--- src/rtl/reg_port_arbiter.sv ---
// reg_port_arbiter: round-robin sharing of the single reg_file command port among NUM_REQ requesters.
// Optional macro REG_ARB_HAZARD_EN adds a dirty/owner scoreboard that holds back hazardous reads.
`ifndef DATA_WIDTH
`define DATA_WIDTH 32
`endif

module reg_port_arbiter #(
  parameter int unsigned NUM_REQ    = 2,
  parameter int unsigned DATA_WIDTH = `DATA_WIDTH
) (
  input  logic                          clk,
  input  logic                          reset,
  input  logic [NUM_REQ-1:0]            i_req_valid,
  input  logic [2*NUM_REQ-1:0]          i_req_cmd,
  input  logic [4*NUM_REQ-1:0]          i_req_reg,
  input  logic [DATA_WIDTH*NUM_REQ-1:0] i_req_data,
  output logic [NUM_REQ-1:0]            o_req_ready,
  output logic [NUM_REQ-1:0]            o_rsp_valid,
  output logic [DATA_WIDTH-1:0]         o_rsp_data,
  input  logic [NUM_REQ-1:0]            i_rsp_ready,
  output logic [3:0]                    o_rf_reg,
  output logic [DATA_WIDTH-1:0]         o_rf_data,
  output logic [1:0]                    o_rf_cmd,
  output logic                          o_rf_valid,
  input  logic                          i_rf_ready,
  input  logic [DATA_WIDTH-1:0]         i_rf_data,
  input  logic                          i_rf_res_valid,
  output logic                          o_rf_res_ready
);
  localparam int unsigned IW = (NUM_REQ > 2) ? 2 : 1;

  typedef enum logic [1:0] {S_IDLE, S_ISSUE, S_WAIT, S_RETURN} state_t;

  state_t                r_state;
  state_t                w_state_nxt;
  logic [IW-1:0]         r_grant;
  logic [IW-1:0]         r_last_grant;
  logic [IW-1:0]         w_grant_idx;
  logic                  w_grant_found;
  logic                  w_accept;
  logic [NUM_REQ-1:0]    w_eligible;
  int unsigned           w_idx;
  logic [1:0]            w_cmd  [NUM_REQ];
  logic [3:0]            w_reg  [NUM_REQ];
  logic [DATA_WIDTH-1:0] w_data [NUM_REQ];
  logic [1:0]            w_sel_cmd;
  logic [3:0]            w_sel_reg;
  logic [DATA_WIDTH-1:0] w_sel_data;

  for (genvar k = 0; k < NUM_REQ; k++) begin : g_split
    assign w_cmd[k]  = i_req_cmd[2*k +: 2];
    assign w_reg[k]  = i_req_reg[4*k +: 4];
    assign w_data[k] = i_req_data[DATA_WIDTH*k +: DATA_WIDTH];
  end

`ifdef REG_ARB_HAZARD_EN
  localparam logic [1:0] CMD_READ  = 2'd0;
  localparam logic [1:0] CMD_WRITE = 2'd1;
  localparam logic [1:0] CMD_MARKD = 2'd2;
  localparam logic [1:0] CMD_CHECK = 2'd3;

  logic [7:0]      r_dirty;
  logic [7:0][1:0] r_owner;

  // A read of a register marked dirty by another requester is held back.
  for (genvar k = 0; k < NUM_REQ; k++) begin : g_elig
    logic w_hzd;
    assign w_hzd = (w_cmd[k] == CMD_READ || w_cmd[k] == CMD_CHECK) && !w_reg[k][3] &&
                   r_dirty[w_reg[k][2:0]] && (r_owner[w_reg[k][2:0]] != 2'(k));
    assign w_eligible[k] = i_req_valid[k] & ~w_hzd;
  end

  always_ff @(posedge clk or negedge reset) begin
    if (!reset) begin
      r_dirty <= '0;
      r_owner <= '0;
    end else if (w_accept && !w_sel_reg[3]) begin
      if (w_sel_cmd == CMD_MARKD) begin
        r_dirty[w_sel_reg[2:0]] <= 1'b1;
        r_owner[w_sel_reg[2:0]] <= 2'(w_grant_idx);
      end else if (w_sel_cmd == CMD_WRITE) begin
        r_dirty[w_sel_reg[2:0]] <= 1'b0;
      end
    end
  end
`else
  assign w_eligible = i_req_valid;
`endif

  // Round-robin: first eligible index after the last completed grant.
  always_comb begin
    w_grant_found = 1'b0;
    w_grant_idx   = '0;
    w_idx         = 0;
    for (int unsigned off = 1; off <= NUM_REQ; off++) begin
      w_idx = 32'(r_last_grant) + off;
      if (w_idx >= NUM_REQ) w_idx = w_idx - NUM_REQ;
      if (!w_grant_found && w_eligible[w_idx[IW-1:0]]) begin
        w_grant_found = 1'b1;
        w_grant_idx   = w_idx[IW-1:0];
      end
    end
  end

  assign w_sel_cmd  = w_cmd[w_grant_idx];
  assign w_sel_reg  = w_reg[w_grant_idx];
  assign w_sel_data = w_data[w_grant_idx];
  assign w_accept   = (r_state == S_IDLE) && w_grant_found;

  always_ff @(posedge clk or negedge reset) begin
    if (!reset) r_state <= S_IDLE;
    else        r_state <= w_state_nxt;
  end

  always_comb begin
    w_state_nxt = r_state;
    case (r_state)
      S_IDLE:   if (w_grant_found)        w_state_nxt = S_ISSUE;
      S_ISSUE:  if (i_rf_ready)           w_state_nxt = S_WAIT;
      S_WAIT:   if (i_rf_res_valid)       w_state_nxt = S_RETURN;
      S_RETURN: if (i_rsp_ready[r_grant]) w_state_nxt = S_IDLE;
      default:                            w_state_nxt = S_IDLE;
    endcase
  end

  // The accept pulse is combinational so a command is taken in the cycle it is granted.
  always_comb begin
    o_req_ready    = '0;
    o_rsp_valid    = '0;
    o_rf_valid     = 1'b0;
    o_rf_res_ready = 1'b0;
    case (r_state)
      S_IDLE:   o_req_ready[w_grant_idx] = reset & w_grant_found;
      S_ISSUE:  o_rf_valid               = 1'b1;
      S_WAIT:   o_rf_res_ready           = 1'b1;
      S_RETURN: o_rsp_valid[r_grant]     = 1'b1;
      default:  ;
    endcase
  end

  always_ff @(posedge clk or negedge reset) begin
    if (!reset) begin
      r_grant      <= '0;
      r_last_grant <= IW'(NUM_REQ - 1);
      o_rf_cmd     <= '0;
      o_rf_reg     <= '0;
      o_rf_data    <= '0;
      o_rsp_data   <= '0;
    end else begin
      if (w_accept) begin
        r_grant   <= w_grant_idx;
        o_rf_cmd  <= w_sel_cmd;
        o_rf_reg  <= w_sel_reg;
        o_rf_data <= w_sel_data;
      end
      if (r_state == S_WAIT && i_rf_res_valid) o_rsp_data <= i_rf_data;
      if (r_state == S_RETURN && i_rsp_ready[r_grant]) r_last_grant <= r_grant;
    end
  end

endmodule

--- config.mk ---
export PLATFORM = sky130hd
export DESIGN_NAME = reg_port_arbiter
export DESIGN_NICKNAME = d
export VERILOG_FILES = /design/src/rtl/reg_port_arbiter.sv
export SDC_FILE = /design/constraint.sdc
export NUM_CORES = 1
export LEC_CHECK = 0
export CAP_MARGIN = 20
export CORE_MARGIN = 2
export CORE_UTILIZATION = 40
export DETAILED_ROUTE_END_ITERATION = 6
export PLACE_DENSITY_LB_ADDON = 0.25
export SYNTH_ARGS = -nofsm -noshare
export SYNTH_HDL_FRONTEND = slang
export SYNTH_SLANG_ARGS = --single-unit
--- constraint.sdc ---
create_clock -name clk -period 2.6 [get_ports clk]
set_input_delay 0.52 -clock clk [delete_from_list [all_inputs] [get_ports clk]]
set_output_delay 0.52 -clock clk [all_outputs]
set_load 0.02 [all_outputs]
After elaboration in Yosys (flattened, before gate mapping). Cells that the tools add are included.

Bits in registers: 74. Bits in latches: 0. RAM bits: 0. Memory bits (read-only): 0. Input bits: 116. Output and inout bits: 76. Word-level logic and storage cells: 73. Memories kept: 0.

Add/subtract/negate cells: 4. Multipliers: 0. Div/mod/pow operators: 0. Magnitude comparators: 9. Equal/unequal tests: 7. Shift operators: 0. Mux-type cells: 34. Bitwise operators: 3. Reductions and logical operators: 9.

Operator list (count): 32-bit 2-to-1 mux (3); 2-bit 2-to-1 mux (9); 1-bit 2-to-1 mux (16); 4-bit 2-to-1 mux (3); 1-bit by 2-bit < comparator with 1-bit output (second input constant) (4); 2-bit inequality test (second input constant) (4); 2-bit case mux with 4 select lines (1); 1-bit logical AND (6); 2-bit == test (second input constant) (2); 2-bit >= comparator (second input constant) (2); 4-bit AND reduction (1); 1-bit by 2-bit adder with 3-bit output (second input constant) (1); 3-bit by 2-bit >= comparator with 1-bit output (second input constant) (1); 1-bit by 1-bit adder with 2-bit output (second input constant) (1); 2-bit bitwise AND (1); 1-bit demux with 1-bit select (2); 2-bit by 1-bit == test with 1-bit output (second input constant) (1); 1-bit >= comparator (second input constant) (2); 2-bit zero test (1); 1-bit NOT with 2-bit output (1); 1-bit subtractor (second input constant) (2); 1-bit bitwise AND (1); 1-bit zero test (1).

Depth between registers and ports, before layout. Gate-level depths: netlist of the first run.

Depth after elaboration: 15. Gate-level depth with buffers: 7. Gate-level depth less buffers: 5.

Least setup slack after synthesis of the first run. OpenSTA, ideal clock, no wires.

Path kind: reg-to-output. Start point: register r_state[0]. End point: output port o_req_ready[0]. Arrival: 1.549 ns. Data required time: 2.080 ns. Setup slack: 0.531 ns. Stages on the path, launching flop included: 6. Path buffers: 1. Path through: dfrtp_1 inv_1 ha_1 o21ai_1 clkbuf_1 nor3b_1.

Word-level cells in the longest chain between the ends: 2.

Ends and longest elaborated chain: from (decl) (line 34) `state_t r_state;`; from (signal assigned) (line 112) `else r_state <= w_state_nxt;`; 2-bit zero test (line 132) `case (r_state)`; 2-bit 2-to-1 mux (line 132); to (decl) (line 17) `output logic [NUM_REQ-1:0] o_req_ready,`.

Every way passes these cells.

Final worst setup path of the first run.
Start point: input port i_req_valid[1]. End point: output port o_req_ready[1].

Word-level cells in the longest chain between the ends: 12. Elaborated cells between the ends (all ways): 18. Those cells by class: order compare: 2; mux: 11; bitwise: 2; reduce/logical: 3.

Ends and longest elaborated chain: from (decl) (line 13) `input logic [NUM_REQ-1:0] i_req_valid,`; 1-bit 2-to-1 mux (not written as such) (2 in a row) (line 98) `if (!w_grant_found && w_eligible[w_idx[IW-1:0]]) begin`; 1-bit 2-to-1 mux (line 98); 1-bit zero test (line 98); 1-bit logical AND (line 98); 1-bit 2-to-1 mux (line 98); 1-bit by 2-bit < comparator with 1-bit output (not written as such) / 1-bit >= comparator (equally long branches) (line 133) `S_IDLE: o_req_ready[w_grant_idx] = reset & w_grant_found;`; 1-bit logical AND (not written as such) (line 133); 1-bit 2-to-1 mux (not written as such) (line 133); 1-bit demux with 1-bit select (line 133); 2-bit bitwise AND (no line) (*); 2-bit 2-to-1 mux (*) (line 132).

Mark *: on every way between the ends. The rest lies on a longest branch, timed or not. The select of a mux whose other input is x is not followed.

==> flow_summary.ini, run 1 <==
[global_routing]
antenna_found_initial = 0
grt_pass1_wl_um = 12650
grt_pass1_vias = 2638
grt_use_total = 0.1892
grt.overflow.total = 0
grt_max_degree = 78

[sta]
slew_viol_final = 0
rsz0062_at_grt = false
setup_viol = 0
relSlewSlack = 0.5149
clock-skew-final_ns = 0.008575
timing.final.crit_period_ns = 2.373
finalHoldViolCount = 0
max_slew.worst_pin.slew_ns = 0.7277
finalWorstSetupSlack_ns = 0.2273
tns_ns = 0
max_freq_mhz = 421.5
finalCritPeriodShare = 0.9126
holdWs_ns = 0.03854

[job]
maxCapViolations = 0

[die]
die-area_mm2 = 0.008759
io_pins = 192
fp-row-count = 32
die_w_um = 93.59
die_h_um = 93.59
core_region_area_mm2 = 0.007767
initial_core_util = 0.4133

[cells_and_area]
syn2layout_area_growth_pct = 69.21
finish.utilization = 0.6994
final_area_mm2 = 0.005433
final_common_cell = clkdlybuf4s50_1
final_cell_mix = clkdlybuf4s50_1 (188), dfrtp_1 (73), mux2i_1 (40), nand2_1 (40), mux2_2 (32)
final_net_count = 576
drive_above_1_share = 0.1304
fillCellCount = 591
diodes = 0

[worst_setup_path]
critPathMaxFanout = 5
worstPathRequired_ns = 2.08
cp-end-kind = primary output
crit_type = primary input to primary output
critical_path_arrival_ns = 1.85
crit_path_start_kind = primary input

[synthesis]
synthCells = 262
syn-num-nets = 383
avgSynthCellArea_um2 = 12.25
ys_seq_elements = 74
synth.distinct_cells = 22
ys_seq_area_frac = 0.5772
syn_area_mm2 = 0.003211
ys_warn_count = 0

[detailed_routing]
drc = 0
wl_per_cell_um = 14.38
drt_iter0_markers = 52
drt-total-wl_um = 8082
num_vias = 2619
antenna_left = 0
avgViaCountPerCell = 4.660
first_pass_iters = 4

[clock_network]
cts_tree = yes
ctsHoldBuffers = 0
cts.sinks = 74
htreeDepth = 3
cts_root_buf = clkbuf_8
clk_pin_slew_worst_paths_ns = 0.08
cts_made_buffers = 9
insertion_delay_ns = 0.34
clockBufferDepth = 2

[placed_design]
pre_cts_ws_ns = -0.05179
placed_area_mm2 = 0.005255
gp_congestion = 0.7004
dp_hpwl_um = 6258
io_buffers = 191

[power_and_ir_drop]
p_leak_uw = 0.002382
power.ir.vdd_worst_uv = 486.3
power_density_mw_per_mm2 = 1112

[worst_hold_path]
hold_class = primary input to asynchronous set/reset pin

[outcome]
status = completed
[final timing paths]
kind	start	to	slack, ns	cells after the start
max	i_req_valid[1]	o_req_ready[1]	0.23	4
min	reset	o_rsp_data[28]	0.04	1
max reg2reg	r_state[0]	r_state[1]	0.80	5
min reg2reg	o_rf_data[0]	o_rf_data[0]	0.48	2
max in group asynchronous	reset	o_rf_data[1]	1.57	2
min in group clk	o_rf_data[0]	o_rf_data[0]	0.48	2
[synth_stat cells]
cell type | n | area [µm²]
and2b_1 | 1 | 7.510
ha_1 | 5 | 62.56
nand2_1 | 40 | 150.1
nor3b_1 | 2 | 15.01
a2111oi_2 | 1 | 15.01
inv_1 | 2 | 7.510
and3_1 | 1 | 6.260
a21oi_1 | 2 | 10.01
buf_2 | 10 | 50.05
o21ai_0 | 15 | 75.07
dfrtp_1 | 73 | 1827
o21ai_1 | 24 | 120.1
mux2_2 | 32 | 360.4
clkbuf_1 | 5 | 18.77
a22o_1 | 1 | 8.760
and2_2 | 1 | 7.510
nor2b_1 | 2 | 12.51
mux2i_1 | 40 | 400.4
nor2_1 | 2 | 7.510
dfstp_2 | 1 | 26.28
a21boi_2 | 1 | 11.26
mux2_1 | 1 | 11.26
[layout make-up]
| type | count | area, µm² | area share |
|---|---|---|---|
| inverter | 2 | 7.507 | 0.001382 |
| clock inverter | 6 | 42.54 | 0.007830 |
| sequential | 74 | 1853 | 0.3411 |
| multi-input combinational | 171 | 1300 | 0.2393 |
| clock buffer | 10 | 137.6 | 0.02533 |
| tap | 102 | 127.6 | 0.02349 |
| timing repair buffer | 197 | 1964 | 0.3616 |
[power breakdown]
part	internal [µW]	leakage (µW)	switching (µW)
clock network	372	0.0000882	423
registers	1730	0.000897	299
logic	1650	0.00140	1570
[metal layers]
layer,vias up,wire length (µm),track usage
li1,1295,-,-
met1,1188,3146,0.2117
met2,131,3861,0.3177
met3,5,997,0.09106
met4,0,76,0.06159
met5,-,0,0
[cell families (layout without fill, tap and decap cells)]
group,after synthesis,after routing,share of synthesized area
multiplexers,73,73,0.2405
buffers and inverters,17,215,0.02377
AO/OA/AOI/OAI,44,44,0.07482
adder cells (fa/ha/maj),5,5,0.01949
AND/OR/NAND/NOR,49,49,0.06430
flip-flops,74,74,0.5772
[metrics by stage]
stage,std cells,power (µW)
after detailed placement,546,5322
after global routing,562,6443
final,562,6038
after CTS,562,6125
after floorplan,262,3712
after global placement,546,5227
[what timing repair did]
| item | 4_1_cts | 5_1_grt |
|---|---|---|
| resized for setup | 2 | 0 |
| endpoints found under the setup margin | 2 | 0 |
| setup buffers | 0 | 0 |
[worst max-delay path, cell delays in order]
cell and delay (ns):
clkdlybuf4s50_1 0.55, a21boi_4 0.25, and3_1 0.18, dlygate4sd2_1 0.35
No activity file was read; power rests on OpenSTA's default activity.
==> run 2: changes to the inputs <==
--- a/config.mk
+++ b/config.mk
@@ -5,9 +5,10 @@
 export SDC_FILE = /design/constraint.sdc
 export NUM_CORES = 1
 export LEC_CHECK = 0
+export ABC_AREA = 1
 export CAP_MARGIN = 20
 export CORE_MARGIN = 2
-export CORE_UTILIZATION = 40
+export CORE_UTILIZATION = 42
 export DETAILED_ROUTE_END_ITERATION = 6
 export PLACE_DENSITY_LB_ADDON = 0.25
 export SYNTH_ARGS = -nofsm -noshare
==> run 2 against run 1 <==
Net effect:
- die area up 2.1%
- count of clock-buffer cells in the layout unchanged
- worst hold slack better by 0.18 ns
- combinational power up 4%
- total power up 7.1%
- via count up 25%
- sequential cell count unchanged
- register-to-register slack better by 0.08 ns
- largest power group unchanged
==> flow_summary.ini, run 2 <==
[worst_setup_path]
crit_slowest_cell = clkdlybuf4s50_1
cp-end-kind = primary output
critical_path_arrival_ns = 1.97
cpPeakStageDelay_ns = 0.61
critPathMaxFanout = 4
cp_cell_sequence = clkdlybuf4s50_1, nand2_1, nand2_2, inv_2, nand2_1, nor2_1, clkdlybuf4s50_1
worstPathRequired_ns = 2.08
ff2ff_path_depth = 5
crit_type = primary input to primary output
crit_path_start_kind = primary input

[sta]
max_slew.worst_pin.slew_ns = 0.5991
tns_ns = 0
slew_viol_final = 0
setup_viol = 0
finalCritPeriodShare = 0.9572
timing.final.crit_period_ns = 2.489
clock-skew-final_ns = 0.008372
relSlewSlack = 0.6006
finalWorstSetupSlack_ns = 0.1112
holdWs_ns = 0.2157
rsz0062_at_grt = false
finalHoldViolCount = 0
max_freq_mhz = 401.8

[power_and_ir_drop]
power.internal_uw = 3962
clock_power_share = 0.169
p_leak_uw = 0.002767
switching_share = 0.3873
p_seq_frac = 0.313
power.switching_uw = 2505
power_density_mw_per_mm2 = 1142
power.ir.vdd_worst_uv = 865.2
p_total_uw = 6467
comb_power_share = 0.518

[die]
io_pins = 192
die_h_um = 94.58
initial_core_util = 0.4258
die_w_um = 94.58
core_region_area_mm2 = 0.008093
fp-row-count = 33
die-area_mm2 = 0.008944

[global_routing]
grt_max_degree = 50
grt_pass1_vias = 3238
grt.overflow.total = 0
grt_pass1_wl_um = 15460
grt_use_total = 0.2223
antenna_found_initial = 0

[cells_and_area]
final_net_count = 712
diodes = 0
fillCellCount = 645
final_common_cell = nand2_1
drive_above_1_share = 0.05872
syn2layout_area_growth_pct = 64.38
final_cell_mix = nand2_1 (242), clkdlybuf4s50_1 (189), dfrtp_1 (73)

[detailed_routing]
wl_per_cell_um = 14.02
num_vias = 3283
drt_iter0_markers = 109
drc = 0
antenna_left = 0
avgViaCountPerCell = 4.683
drt-total-wl_um = 9831
first_pass_iters = 4

[clock_network]
htreeDepth = 3
cts.sinks = 74
cts_made_buffers = 9
cts_root_buf = clkbuf_8
ctsHoldBuffers = 0
cts_tree = yes
clk_pin_slew_worst_paths_ns = 0.08
insertion_delay_ns = 0.33
clockBufferDepth = 2

[synthesis]
synthCells = 400
yosys-top-cells-area = dfrtp_1 (53%), nand2_1 (26%), mux2_1 (9.8%)
synth_largest_area_cell = dfrtp_1
ys_warn_count = 0
synth.distinct_cells = 20
ys_seq_area_frac = 0.5378
synth_ff_type = dfrtp_1
synthTopCellsByCount = nand2_1 (242), dfrtp_1 (73), mux2_1 (30)
synth-edff-count = 0
async_reset_ff_frac = 1.000
ys_seq_elements = 74
netlist.area_leader.share = 0.5301
syn_area_mm2 = 0.003446
syn-num-nets = 521
yosysMostFrequentCell = nand2_1
avgSynthCellArea_um2 = 8.615

[outcome]
status = completed

[placed_design]
pre_cts_ws_ns = 0.07380
gp_congestion = 0.7635
dp_hpwl_um = 7483
io_buffers = 191

[job]
maxCapViolations = 0

[worst_hold_path]
hold_class = primary input to asynchronous set/reset pin
-- run 2: through the flow --
step	instances	cell area [µm²]	util
finish	701	5664	0.6999
global route	701	5664	0.6999
CTS	701	5664	0.6999
detailed placement	685	5415	0.6691
global placement	685	5415	0.6691
floorplan	400	3446	-
-- run 2: what timing repair did --
action | 4_1_cts | 5_1_grt
setup buffers | 0 | 0
setup endpoints to repair | 1 | 0
resized for setup | 1 | 0
endpoints found under the hold margin | 0 | 0
-- run 2: path summary, 6_finish.rpt --
kind,endpoint,startpoint,slack [ns]
max in group asynchronous,o_rsp_data[11],reset,1.47
max,o_req_ready[1],i_req_valid[0],0.11
min in group clk,o_rf_cmd[0],o_rf_cmd[0],0.48
max reg2reg,o_rsp_data[3],r_state[0],0.88
min,o_rsp_data[31],reset,0.22
min reg2reg,o_rf_cmd[0],o_rf_cmd[0],0.48
-- run 2: power by group through the flow --
stage	registers, µW	clock network (µW)	logic (µW)
4_1_cts	2030	1110	3390
2_1_floorplan	2680	0	1120
3_5_place_dp	2050	0	3380
6_report	2020	1090	3350
5_1_grt	2090	1180	3630
3_3_place_gp	2010	0	3300
-- run 2: cell type report --
cell class / count / area (µm²) / area share
Inverter: 13 / 48.80 / 0.008615
Clock inverter: 6 / 112.6 / 0.01988
Sequential cell: 74 / 1853 / 0.3271
Timing Repair Buffer: 199 / 1968 / 0.3475
Clock buffer: 10 / 137.6 / 0.02430
Tap cell: 105 / 131.4 / 0.02319
Multi-Input combinational cell: 294 / 1413 / 0.2494
-- run 2: cell families after synthesis --
kind of cell             after synthesis  synth area share
flip-flops                            74            0.5378
multiplexers                          32            0.1046
adder cells (fa/ha/maj)                5           0.01816
AND/OR/NAND/NOR                      254            0.2829
AO/OA/AOI/OAI                          3          0.004356
buffers and inverters                 32           0.05229
-- run 2: routing by layer --
metal,GRT usage,routed length (µm),vias up
met4,0.07729,215,0
li1,-,-,1607
met2,0.3970,4945,131
met5,0,0,-
met3,0.05906,843,22
met1,0.2578,3826,1523
-- run 2: critical path, delay by kind of cell --
| family | cells | cell delay [ns] |
|---|---|---|
| buf+inv | 3 | 1.13 |
| simple gates | 4 | 0.32 |
==> run 3: changes to the inputs <==
--- a/config.mk
+++ b/config.mk
@@ -8,7 +8,7 @@
 export ABC_AREA = 1
 export CAP_MARGIN = 20
 export CORE_MARGIN = 2
-export CORE_UTILIZATION = 42
+export CORE_UTILIZATION = 31
 export DETAILED_ROUTE_END_ITERATION = 6
 export PLACE_DENSITY_LB_ADDON = 0.25
 export SYNTH_ARGS = -nofsm -noshare
==> run 3 against run 2 <==
Net effect:
- via count decreased by 2.0%
- total power decreased by 1.8%
- fmax is 4.7% higher
- worst setup slack improved by 0.11 ns
- final cell count is 5.0% higher
- worst hold slack better by 0.054 ns
- critical endpoint is now o_req_ready[0]
- largest cell class unchanged
==> flow_summary.ini, run 3 (same netlist as run 2, synthesis figures left out) <==
[power_and_ir_drop]
power.ir.vdd_worst_uv = 635.6
p_leak_uw = 0.002764
power_density_mw_per_mm2 = 1116

[detailed_routing]
drc = 0
wl_per_cell_um = 13.21
drt-total-wl_um = 9722
antenna_left = 0
drt_iter0_markers = 110
avgViaCountPerCell = 4.370
num_vias = 3216
first_pass_iters = 4

[placed_design]
placed_area_mm2 = 0.005459
gp_congestion = 0.7875
io_buffers = 191
dp_hpwl_um = 7368
pre_cts_ws_ns = 0.09643

[cells_and_area]
final_cell_mix = nand2_1 (242), clkdlybuf4s50_1 (188), dfrtp_1 (73)
final_area_mm2 = 0.005685
fillCellCount = 1026
syn2layout_area_growth_pct = 65.00
diodes = 0
drive_above_1_share = 0.05872
final_common_cell = nand2_1
final_net_count = 712

[global_routing]
antenna_found_initial = 0
grt_pass1_wl_um = 14830
grt_max_degree = 40
grt.overflow.total = 0
grt_use_total = 0.1616
grt_pass1_vias = 3120

[clock_network]
clk_pin_slew_worst_paths_ns = 0.09
cts_made_buffers = 9
ctsHoldBuffers = 0
insertion_delay_ns = 0.34
htreeDepth = 3
cts_tree = yes
cts_root_buf = clkbuf_8
clockBufferDepth = 2
cts.sinks = 74

[die]
die-area_mm2 = 0.01197
die_h_um = 109.4
initial_core_util = 0.3179
die_w_um = 109.4
io_pins = 192
core_region_area_mm2 = 0.01084
fp-row-count = 38

[worst_setup_path]
ff2ff_path_depth = 5
critPathMaxFanout = 4
critical_path_arrival_ns = 1.86
crit_path_start_kind = register
worstPathRequired_ns = 2.08
crit_type = register to primary output
r2r_start = r_state[0]
r2r_end = o_rsp_data[0]
cp-end-kind = primary output
r2r_slack_ns = 0.84

[sta]
slew_viol_final = 0
rsz0062_at_grt = false
max_slew.worst_pin.slew_ns = 0.5074
clock-skew-final_ns = 0.01089
finalWorstSetupSlack_ns = 0.2235
holdWs_ns = 0.2697
finalCritPeriodShare = 0.9140
setup_viol = 0
max_freq_mhz = 420.8
finalHoldViolCount = 0
relSlewSlack = 0.6617
timing.final.crit_period_ns = 2.377
tns_ns = 0

[worst_hold_path]
hold_class = primary input to asynchronous set/reset pin

[job]
maxCapViolations = 0

[outcome]
status = completed
-- run 3: cell count changes in the layout (fill, tap and decap cells not counted), sizes merged --
cell,previous run,this run
inv,14,15
clkbuf,10,9
bufinv,3,2
clkinvlp,0,2
clkinv,2,1
clkdlybuf4s50,189,188
dlymetal6s2s,0,1
-- run 3: worst max-delay path, cell delays in order, from the launching register on --
cell,delay [ns]
dfrtp_1,0.43
inv_1,0.13
ha_1,0.27
inv_2,0.07
nor2_4,0.11
inv_2,0.05
nor3_1,0.11
dlygate4sd2_1,0.35
-- run 3: timing repair --
item	CTS	global route
setup endpoints to repair	1	1
buffers inserted	0	0
resized for setup	1	1
-- run 3: worst max path at each step --
stage	depth (start not counted)	endpoint	from	slack, ns
floorplan	7	o_req_ready[0]	r_state[0]	0.57
global route	7	o_req_ready[0]	r_state[0]	0.08
finish	7	o_req_ready[0]	r_state[0]	0.22
detailed placement	6	o_req_ready[0]	i_req_valid[0]	0.1
CTS	5	o_req_ready[1]	r_state[0]	0.08
global placement	6	o_req_ready[0]	i_req_valid[0]	0.08
-- run 3: routing by layer --
metal,track usage,wire (µm),vias to the layer above,part of all wire
met3,0.06106,1026,10,0.11
met1,0.1907,3939,1475,0.41
met2,0.2747,4644,129,0.48
li1,-,-,1602,-
met4,0.04521,112,0,0.012
met5,0,0,-,0
-- run 3: power breakdown --
| part | switching [µW] | internal [µW] |
|---|---|---|
| registers | 295 | 1730 |
| clock network | 455 | 548 |
| logic | 1760 | 1570 |
-- run 3: final cells by class --
cell class                 instances  area [µm²]  area share
clock buffer                       9       123.9     0.02179
clock inverter                     7       101.3     0.01783
inverter                          13       48.80    0.008583
multi-input combinational        294        1413      0.2485
sequential                        74        1853      0.3259
tap                              140       175.2     0.03081
timing repair buffer             199        1971      0.3466
-- run 3: metrics by stage --
stage | utilization | std cells | power [µW]
2_1_floorplan | - | 400 | 3802
3_3_place_gp | 0.5036 | 720 | 5336
6_report | 0.5245 | 736 | 6347
5_1_grt | 0.5245 | 736 | 6800
3_5_place_dp | 0.5036 | 720 | 5418
4_1_cts | 0.5242 | 736 | 6439
==> RTL edit, RTL diff (settings of run 2) <==
Change the parameter `NUM_REQ` from 2 to 4.
--- a/src/rtl/reg_port_arbiter.sv
+++ b/src/rtl/reg_port_arbiter.sv
@@ -5,7 +5,7 @@
 `endif
 
 module reg_port_arbiter #(
-  parameter int unsigned NUM_REQ    = 2,
+  parameter int unsigned NUM_REQ    = 4,
   parameter int unsigned DATA_WIDTH = `DATA_WIDTH
 ) (
   input  logic                          clk,
Interface: changed (7 resized); port bits go from 192 to 276. No check against the original RTL was run, so the function may have changed too.
==> RTL edit against run 2 <==
The flow now finishes with violations (negative setup slack); synthesized area up 41%; cell count up 60%; sequential cell count up 2; synthesized cell count up 77%; non-clock buffer count up 100; routed wire length up 71%; design area up 43%; hold slack worse by 0.085 ns; critical path depth up 5; power up 78%; worst setup slack worse by 0.19 ns; critical endpoint unchanged.
==> RTL edit: results (changes against run 2) <==
Status
  • Status: finished with violations (was finished, final reports clean)
  • Violations in the final reports: negative setup slack

Drt
  • Sum of met2 wire segment lengths after detailed routing: 8.45 mm (was 4.95 mm)
  • Wire length per cell: 14.9 um (was 14.0 um)
  • Total via count after detailed routing: 5557 (was 3283)

Logic synthesis
  • Ranking of synthesized cells by area: sky130_fd_sc_hd__dfrtp_1, sky130_fd_sc_hd__nand2_1, sky130_fd_sc_hd__nand3_1 (was sky130_fd_sc_hd__dfrtp_1, sky130_fd_sc_hd__nand2_1, sky130_fd_sc_hd__mux2_1)
  • Net Count, Synth: 909 (was 521)
  • Synth unique cells: 29 (was 20)
  • Share of the yosys chip area belonging to registers: 39.3% (was 53.8%)
  • Instance count of the mapped netlist: 709 (was 400)

Timing
  • Worst-case hold slack: 0.131 ns (was 0.216 ns)
  • Worst setup slack after layout: -0.0742 ns (was 0.111 ns)
  • Worst Clk Skew: 0.00650 ns (was 0.00837 ns)
  • Final setup violation count: 4 (was 0)

Setup path
  • Critical path fanouts, max: 6 (was 4)
  • Startpoint of the worst-slack reg-to-reg timing path: r_last_grant[0] (was r_state[0])
  • FF-to-FF setup slack: 0.15 ns (was 0.88 ns)
  • Cell depth of the worst flop-to-flop path: 15 (was 5)
  • End of the worst register-to-register path: o_rf_data[18] (was o_rsp_data[3])
  • Worst-path cell with the longest stage delay: sky130_fd_sc_hd__dfstp_2 (was sky130_fd_sc_hd__clkdlybuf4s50_1)
  • Critical path arrival: 2.15 ns (was 1.97 ns)
  • Largest delay contributor family on the critical path: simple AND/OR/NAND/NOR gates (was buffers and inverters)

Clock network
  • Num Clock Sinks: 76 (was 74)
  • CTS Root Buffer Type: sky130_fd_sc_hd__clkbuf_16 (was sky130_fd_sc_hd__clkbuf_8)
  • Clock slew at the register clock pins of the worst setup and hold paths: 0.06 ns (was 0.08 ns)

Finish
  • Final non-filler cell total: 1123 (was 701)
  • Multi-input combinational cell count: 570 (was 294)
  • Inverters: 19 (was 13)
  • Multi-input combinational cell area: 0.00271 sq mm (was 0.00141 sq mm)
  • Fraction of area in registers: 23.4% (was 32.7%)
  • Number of non-clock buffers in the layout: 299 (was 199)
  • Core utilization of the finished layout: 71.8% (was 70.0%)
  • Non-clock buffer share of cell area: 36.3% (was 34.7%)
  • Layout cells sized above 1: 13.3% (was 5.87%)
  • Number of fill cells: 966 (was 645)

Placement
  • Place WS: -0.546 ns (was 0.0738 ns)
  • Hpwl dp: 11.8 mm (was 7.48 mm)
  • IO buf count: 275 (was 191)
  • Cell Area, Placed: 0.00766 sq mm (was 0.00542 sq mm)
  • Final GP Congestion: 0.883 (was 0.764)

Die
  • Die span in x: 111 um (was 94.6 um)

Global routing
  • Largest net degree at the start of global routing: 78 (was 50)
  • Met1 demand-to-capacity share in global routing: 31.3% (was 25.8%)
  • GR Util met2: 49.0% (was 39.7%)
  • Met3 track demand over resource in global routing: 7.19% (was 5.91%)
  • Total track usage: 27.2% (was 22.2%)

Power and ir drop
  • Power in the clock group: 1300 uW (was 1090 uW)
  • Largest vdd supply drop: 1350 uV (was 865 uV)
## RTL edit: cell count changes in the layout (fill, tap and decap cells not counted), moves of 16 or more
cell	run 2	this run
sky130_fd_sc_hd__nand2_1	242	396
sky130_fd_sc_hd__clkdlybuf4s50_1	189	270
sky130_fd_sc_hd__nand3_1	4	79
sky130_fd_sc_hd__mux2_1	30	0
sky130_fd_sc_hd__mux2_2	2	32
sky130_fd_sc_hd__nand2_2	1	26
sky130_fd_sc_hd__buf_4	9	25
## RTL edit: timing repair
item / in CTS / in global routing
resized for setup: 53 / 6
setup endpoints to repair: 6 / 42
pin swaps: 13 / 3
hold endpoints to repair: 0 / 0
setup buffers: 5 / 0
## RTL edit: logic make-up after synthesis
family | Yosys count | share of synthesized area [%]
buffers and inverters | 63 | 6.74
and+or+nand+nor | 521 | 44.0
AOI/OAI and AO/OA | 13 | 1.45
DFF | 76 | 39.3
muxes | 32 | 7.44
adders and majority gates | 4 | 1.03
